`config.mk`:
```
export PLATFORM = sky130hd
export DESIGN_NAME = dmem_arbiter
export DESIGN_NICKNAME = d
export VERILOG_FILES = /design/src/rtl/dmem_arb_pkg.sv /design/src/rtl/dmem_arb_pick.sv /design/src/rtl/dmem_arbiter.sv
export SDC_FILE = /design/constraint.sdc
export NUM_CORES = 1
export LEC_CHECK = 0
export ABC_CLOCK_PERIOD_IN_PS = 4800
export BUFFER_PORTS_ARGS = -buffer_cell sky130_fd_sc_hd__buf_2
export CORE_MARGIN = 5
export CORE_UTILIZATION = 33
export DETAILED_ROUTE_END_ITERATION = 10
export PLACE_DENSITY_LB_ADDON = 0.1
export SLEW_MARGIN = 10
export SYNTH_ARGS = -nofsm -noshare
export SYNTH_HDL_FRONTEND = slang
export SYNTH_HIERARCHICAL = 1
export SYNTH_SLANG_ARGS = --single-unit
export TNS_END_PERCENT = 20
```
`constraint.sdc`:
```
create_clock -name clock -period 4.8 [get_ports clock]
set_input_delay 0.48 -clock clock [delete_from_list [all_inputs] [get_ports clock]]
set_output_delay 0.48 -clock clock [all_outputs]
set_load 0.05 [all_outputs]
```
`src/rtl/dmem_arb_pkg.sv`:
```
// Shared state encoding and port indices for the LEGLite data-memory arbiter.
// Optional build macro used by this block: ARB_CPU_PRIORITY_EN (see dmem_arb_pick).
package dmem_arb_pkg;

    typedef enum logic [1:0] {
        IDLE = 2'd0,
        OWN0 = 2'd1,
        OWN1 = 2'd2
    } arb_state_e;

    localparam logic P_CPU = 1'b0;
    localparam logic P_DMA = 1'b1;

endpackage

```
`src/rtl/dmem_arb_pick.sv`:
```
// Two-way chooser used both when leaving IDLE and when an owner releases the port.
// ARB_CPU_PRIORITY_EN: ties always go to the CPU and the CPU cannot be preempted.
module dmem_arb_pick
    import dmem_arb_pkg::*;
(
    input  logic req0,
    input  logic req1,
    input  logic last,
    output logic winner,
    output logic preempt0_en
);

    always_comb begin
        winner = P_CPU;
        if (req0 && req1) begin
`ifdef ARB_CPU_PRIORITY_EN
            winner = P_CPU;
`else
            // Alternate away from whichever port owned the bus most recently.
            winner = ~last;
`endif
        end else if (req1) begin
            winner = P_DMA;
        end
    end

`ifdef ARB_CPU_PRIORITY_EN
    assign preempt0_en = 1'b0;
`else
    assign preempt0_en = 1'b1;
`endif

endmodule

```
`src/rtl/dmem_arbiter.sv`:
```
// Round-robin arbiter between the LEGLite CPU data port and the DMA/debug loader
// in front of DMemory_IO. Build macro: ARB_CPU_PRIORITY_EN (CPU-priority variant).
module dmem_arbiter
    import dmem_arb_pkg::*;
#(
    parameter int AW       = 16,
    parameter int DW       = 16,
    parameter int MAX_HOLD = 4,
    parameter int HC_W     = 3
) (
    input  logic          clock,
    input  logic          reset,
    input  logic          req0,
    input  logic          req1,
    input  logic          wr0,
    input  logic          wr1,
    input  logic [AW-1:0] addr0,
    input  logic [AW-1:0] addr1,
    input  logic [DW-1:0] wdata0,
    input  logic [DW-1:0] wdata1,
    output logic          gnt0,
    output logic          gnt1,
    output logic          rvalid0,
    output logic          rvalid1,
    output logic [DW-1:0] rdata,
    output logic          cpu_stall,
    output logic [AW-1:0] mem_addr,
    output logic [DW-1:0] mem_wdata,
    output logic          mem_write,
    output logic          mem_read,
    input  logic [DW-1:0] mem_rdata
);

    arb_state_e      state_q, state_d;
    logic            last_q, last_d;
    logic [HC_W-1:0] hold_q, hold_d;

    logic owner, req_own, req_oth, hold_max, preempt_ok;
    logic winner, preempt0_en;
    logic acc0, acc1;

    dmem_arb_pick u_pick (
        .req0        (req0),
        .req1        (req1),
        .last        (last_q),
        .winner      (winner),
        .preempt0_en (preempt0_en)
    );

    always_comb begin
        state_d    = state_q;
        last_d     = last_q;
        hold_d     = hold_q;
        owner      = (state_q == OWN1);
        req_own    = owner ? req1 : req0;
        req_oth    = owner ? req0 : req1;
        hold_max   = (hold_q == HC_W'(MAX_HOLD - 1));
        preempt_ok = owner | preempt0_en;

        case (state_q)
            IDLE: begin
                if (req0 || req1) begin
                    state_d = winner ? OWN1 : OWN0;
                    hold_d  = '0;
                end
            end
            OWN0, OWN1: begin
                if (!req_own) begin
                    // Owner's request is low here, so the chooser can only pick the other port.
                    last_d  = owner;
                    hold_d  = '0;
                    state_d = (req0 || req1) ? (winner ? OWN1 : OWN0) : IDLE;
                end else if (req_oth && hold_max && preempt_ok) begin
                    last_d  = owner;
                    hold_d  = '0;
                    state_d = owner ? OWN0 : OWN1;
                end else if (!hold_max) begin
                    hold_d = hold_q + HC_W'(1);
                end
            end
            default: state_d = IDLE;
        endcase
    end

    always_ff @(posedge clock or negedge reset) begin
        if (!reset) begin
            state_q <= IDLE;
            last_q  <= 1'b1;
            hold_q  <= '0;
        end else begin
            state_q <= state_d;
            last_q  <= last_d;
            hold_q  <= hold_d;
        end
    end

    assign gnt0 = (state_q == OWN0);
    assign gnt1 = (state_q == OWN1);
    assign acc0 = gnt0 & req0;
    assign acc1 = gnt1 & req1;

    always_comb begin
        mem_addr  = '0;
        mem_wdata = '0;
        mem_write = 1'b0;
        mem_read  = 1'b0;
        if (acc0) begin
            mem_addr  = addr0;
            mem_wdata = wdata0;
            mem_write = wr0;
            mem_read  = ~wr0;
        end else if (acc1) begin
            mem_addr  = addr1;
            mem_wdata = wdata1;
            mem_write = wr1;
            mem_read  = ~wr1;
        end
    end

    assign rvalid0   = acc0 & ~wr0;
    assign rvalid1   = acc1 & ~wr1;
    assign cpu_stall = req0 & ~gnt0;
    assign rdata     = mem_rdata;

endmodule

```
After elaboration in Yosys (flattened, before gate mapping)
Cells that the tools add are included.

word-level totals
  word-level logic and storage cells = 55
  output and inout port bits = 55
  flip-flop bits (word level) = 6
  input port bits = 86

cells by class
  reduce and logical (&&, ||, !) cells = 9
  eq/ne operators = 7
  multiplexer cells = 26
  bitwise logic cells = 9
  add/sub/neg operators = 1

operators with widths
  operator                                                         count
  16-bit two-way mux                                               4
  2-bit two-way mux                                                6
  3-bit two-way mux                                                4
  1-bit two-way mux                                                10
  3-bit case mux with 2 select lines                               1
  1-bit AND                                                        5
  4-bit != test, second input constant                             1
  1-bit NOT                                                        4
  2-bit case mux with 2 select lines                               1
  2-bit AND reduction                                              2
  3-bit by 1-bit adder with 3-bit output, second input constant    1
  3-bit by 2-bit == test with 1-bit output, second input constant  1
  3-bit != test, second input constant                             1
  3-bit AND reduction                                              1
  2-bit by 1-bit == test with 1-bit output, second input constant  1
  2-bit == test, second input constant                             1
  1-bit logical AND                                                2
  2-bit zero test                                                  1
  2-bit by 1-bit != test with 1-bit output, second input constant  1
  2-bit != test, second input constant                             1
  2-bit nonzero test                                               1
  2-bit OR reduction                                               1
  1-bit logical OR                                                 1

Longest topological paths before layout
  depth after elaboration = 6
  gate-level depth with buffers = 8
  mapped depth without buffers = 6

Modules after synthesis
The synthesis kept the hierarchy.

modules (own cells, without submodules)
  module         times used  cells each  sequential area each (um^2)  area each (um^2)
  dmem_arbiter   1           124         151.4                        1002.2
  dmem_arb_pick  1           3           0.0                          22.5

Least setup slack after synthesis
No wires, ideal clock.

  kind = reg2out
  from = register state_q[1]
  to = output port mem_read
  data arrival time = 2.471 ns
  buffers on the path = 2
  required time = 4.320 ns
  cell stages (with the launch flop) = 9
  setup slack = 1.849 ns
  cells stage by stage = dfrtp_1 -> inv_1 -> ha_1 -> and2_1 -> clkbuf_1 -> nor2_2 -> buf_2 -> inv_1 -> o22ai_1

between the ends
  elaborated cells between the ends (all ways) = 6
  those cells by class = 2 x eq/ne; 2 x mux; 2 x bitwise

RTL lines
  what                                      line                 RTL
  start: declaration                        dmem_arbiter.sv:34   arb_state_e state_q, state_d;
  start signal: assignment                  dmem_arbiter.sv:91   state_q <= state_d;
  2-bit by 1-bit == test with 1-bit output  dmem_arbiter.sv:97   assign gnt0 = (state_q == OWN0);
  via gnt0                                  dmem_arbiter.sv:21   output logic gnt0,
  1-bit AND                                 dmem_arbiter.sv:99   assign acc0 = gnt0 & req0;
  1-bit two-way mux                         dmem_arbiter.sv:107  if (acc0) begin
  end: declaration                          dmem_arbiter.sv:30   output logic mem_read,

The timed path passes the listed nets, and every way through them passes these cells.

Final worst setup path
  from = register state_q[1]
  to = output port mem_read

between the ends
  cells in the longest elaborated chain, start to end = 4
  elaborated cells between the ends (all ways) = 6
  those cells by class = 2 x eq/ne; 2 x mux; 2 x bitwise

ends and longest elaborated chain
  what                   line                 RTL
  2-bit == test          dmem_arbiter.sv:98   assign gnt1 = (state_q == OWN1);
  1-bit AND              dmem_arbiter.sv:100  assign acc1 = gnt1 & req1;
  1-bit two-way mux      dmem_arbiter.sv:112  end else if (acc1) begin
  1-bit two-way mux (*)  dmem_arbiter.sv:107

Every way passes the cells marked *; elsewhere a longest branch is shown, timed or not.

==> results.md <==
* Peak Freq at 326 MHz
* Uppermost routed layer: met4
* Layout cells sized above 1 at 0.568
* Area delta synth->final at 44.9%
* Status: finished, final reports clean
* Met3 routed WL at 358 um
* Cts bufs inserted at 3
* Initial Util at 0.338
* Clock Pin Slew Worst Setup and Hold Paths at 0.06 ns
* Met1 wire length at 1400 um
* Cell variety after synth at 36
* I/O pin count at 141
* Hpwl dp at 3430 um
* PortBufs at 108
* Post-CTS setup buffer count at 0
* Slew margin rel. at 0.529
* Top FF cell, synth: dfrtp_1
* Skew-Pair Late Insertion Delay at 0.25 ns
* RD Place Congestion at 0.871
* DRT Pass-1 Iters at 4
* CTS max path bufs at 2
* Core area at 3030 sq um
* Sink Count at 6
* Largest delay share family, worst path: simple AND/OR/NAND/NOR gates
* Max incr delay on CP at 0.65 ns
* Design area at 1490 sq um
* DR vias/cell at 5.07
* Share of the synthesized area in the top cell type at 0.282
* Gr usage total at 0.170
* Crit. path cell count at 7
* Minimum clock period at 3.07 ns
* Initial DRC Count at 40
* Number of fill cells at 335
* Startpoint types: flip-flop
* Yosys reg bits at 6
* Vias in the first global route at 1241
* Initial antenna violation count at 0
* Async set or reset register ratio after synthesis at 1.00
* Drt wl/cell at 15.7 um
* Leakage at 0.868 nW
* Most common library cells after synthesis: 33 x a22o_1, 17 x buf_4, 7 x ha_1, 7 x nor2_1
* Avg Inst Size Synth at 8.07 sq um
* Metal2 WL at 2230 um
* Routed vias at 1303
* Final Skew at 0.0141 ns
* Period Utilization, post-route at 0.639
* CTS tree: built
* Crit path kind: flip-flop to output port
* Hold Crit Class: primary input to asynchronous set/reset pin
* Setup TNS at 0 ns
* CP max stage cell: nor2_4
* Total wire length at 4040 um
* Largest cells by area after synthesis: a22o_1 28%, buf_4 12%, dfrtp_1 12%
* Die Span Y at 65.7 um
* Post-synthesis instance area at 1020 sq um
* Area of the multi-input gates at 689 sq um
* Horiz. Die Dim at 65.7 um
* RSZ-0062 raised after global routing: no
* R2R Setup Slk at 2.82 ns
* Reg2reg path depth at 6
* Clock tree root buffer cell: clkbuf_4
* Synthesized instance count at 127
* Final-report hold violation count at 0
* Synth Warn # at 6
* Reg-to-Reg End: hold_q[0]$_DFFE_PN0P_
* Hold_buf cts at 0
* Antenna Violating Nets Remaining at 0
* Largest net degree at the start of global routing at 35
* Grt ovf at 0
* Placed inst area at 1450 sq um
* H-Tree Depth at 1
* Worst setup EP type: output port
* Count leader, synth: a22o_1
* CP cell instances: inv_1, ha_1, and2_2, nor2_4, inv_1, o22ai_1, buf_2
* VDD IR max at 251 uV
* Final count of pins violating max slew at 0
* Worst EP required at 4.32 ns
* Nets@finish at 307
* EDFF count, synth at 0
* DR DRC count at 0
* Reg area at 151 sq um
* CP arrival at 2.59 ns
* R2R Path Start: state_q[0]$_DFFE_PN0P_
* CP Max Fanout at 34
* Syn_nets at 220
* CP dominant cell by count: inv_1
* Die area at 4320 sq um
* Worst Tran Pin Value at 0.705 ns
* Diode count at 0
* Power per Cell Area at 561 nW/um^2
* Final setup violation count at 0
* First-pass GRT wire length at 5890 um
* Core Rows at 20
* Seq/Total Area, Yosys at 0.148
* Max-Cap Viols at 0
* Post_cts resized at 0
* Largest area contributor in the netlist: a22o_1
* Bufs and invs on worst path at 3
[worst max-delay path by stage]
| stage | start | to | slack (ns) |
|---|---|---|---|
| global placement | state_q[1]$_DFFE_PN0P_ | mem_read | 1.58 |
| finish | state_q[1]$_DFFE_PN0P_ | mem_read | 1.73 |
| floorplan | state_q[1]$_DFFE_PN0P_ | mem_read | 1.85 |
| global route | state_q[1]$_DFFE_PN0P_ | mem_read | 1.52 |
| detailed placement | state_q[1]$_DFFE_PN0P_ | mem_read | 1.38 |
| CTS | state_q[1]$_DFFE_PN0P_ | mem_read | 1.11 |
[placed cells by master (no fill, tap or decap)]
| cell type | instances |
|---|---|
| conb_1 | 1 |
| o22ai_1 | 1 |
| clkbuf_1 | 1 |
| a31oi_1 | 1 |
| or4_1 | 1 |
| a2bb2oi_1 | 1 |
| ha_1 | 7 |
| nand2b_1 | 2 |
| dfrtp_1 | 5 |
| a21oi_1 | 4 |
| o21ai_1 | 2 |
| a211oi_1 | 1 |
| nor3b_1 | 2 |
| o21ai_0 | 2 |
| clkbuf_4 | 3 |
| nor2_1 | 7 |
| nor2b_1 | 2 |
| xnor2_1 | 1 |
| nor2_4 | 1 |
| nand3b_1 | 1 |
| o211ai_2 | 1 |
| a31o_2 | 1 |
| nand2_1 | 6 |
| nand3_1 | 1 |
| and2_2 | 1 |
| inv_1 | 6 |
| o221a_2 | 2 |
| mux2_2 | 1 |
| a21boi_2 | 1 |
| dfstp_2 | 1 |
| nor4_1 | 1 |
| a22o_1 | 33 |
| and3_4 | 1 |
| mux2i_1 | 1 |
| nor3_1 | 2 |
| buf_2 | 108 |
[power breakdown]
part	total (W)	internal, W	switching, W	leakage [nW]
combinational	0.000696	0.000213	0.000484	0.777
clock	0.0000514	0.0000316	0.0000198	0.0150
sequential	0.0000849	0.0000709	0.0000140	0.0760
total	0.000833	0.000315	0.000517	0.868
[layer usage]
metal	vias to the layer above	GRT usage
li1	628	-
met1	602	0.176
met2	65	0.332
met3	8	0.0427
met4	0	0.0440
met5	-	0
[sequential cells by signal, indices dropped and copies added, names as in the netlist]
register  cells
last_q        1
hold_q        3
state_q       2
[stage by stage]
| step | cells | worst slack [ns] | utilization | total power, W | hold slack, ns |
|---|---|---|---|---|---|
| floorplan | 127 | 1.85 | - | 0.000670 | 0.184 |
| global placement | 253 | 1.58 | 0.480 | 0.000772 | 0.309 |
| detailed placement | 253 | 1.38 | 0.480 | 0.000784 | 0.313 |
| CTS | 257 | 1.11 | 0.488 | 0.000839 | 0.0417 |
| global route | 257 | 1.52 | 0.490 | 0.000891 | 0.0429 |
| finish | 257 | 1.73 | 0.490 | 0.000833 | 0.0449 |
[final cells by class]
class / instances / area share
clock buffer: 4 / 0.0177
inverter: 6 / 0.0152
multi-input combinational: 89 / 0.464
sequential: 6 / 0.102
tap: 44 / 0.0371
timing repair buffer: 108 / 0.364
[cell families (layout without fill, tap and decap cells)]
kind of cell    Yosys count  after routing  synth area share
mux                       2              2            0.0208
simple gates             28             28             0.145
other cells               1              1           0.00366
buf+inv                  32            118             0.186
compound gates           50             50             0.403
fa+ha+maj                 7              7            0.0855
xor+xnor                  1              1           0.00855
flops                     6              6             0.148
[worst register-to-register path: cells and delay by family, from the launching register on]
kind	cells	cell delay, ns
adder cells (fa/ha/maj)	1	0.35
flip-flops	1	0.41
buffers and inverters	1	0.12
AO/OA/AOI/OAI	1	0.14
AND/OR/NAND/NOR	3	0.81
(Power assumes the default switching activity.)
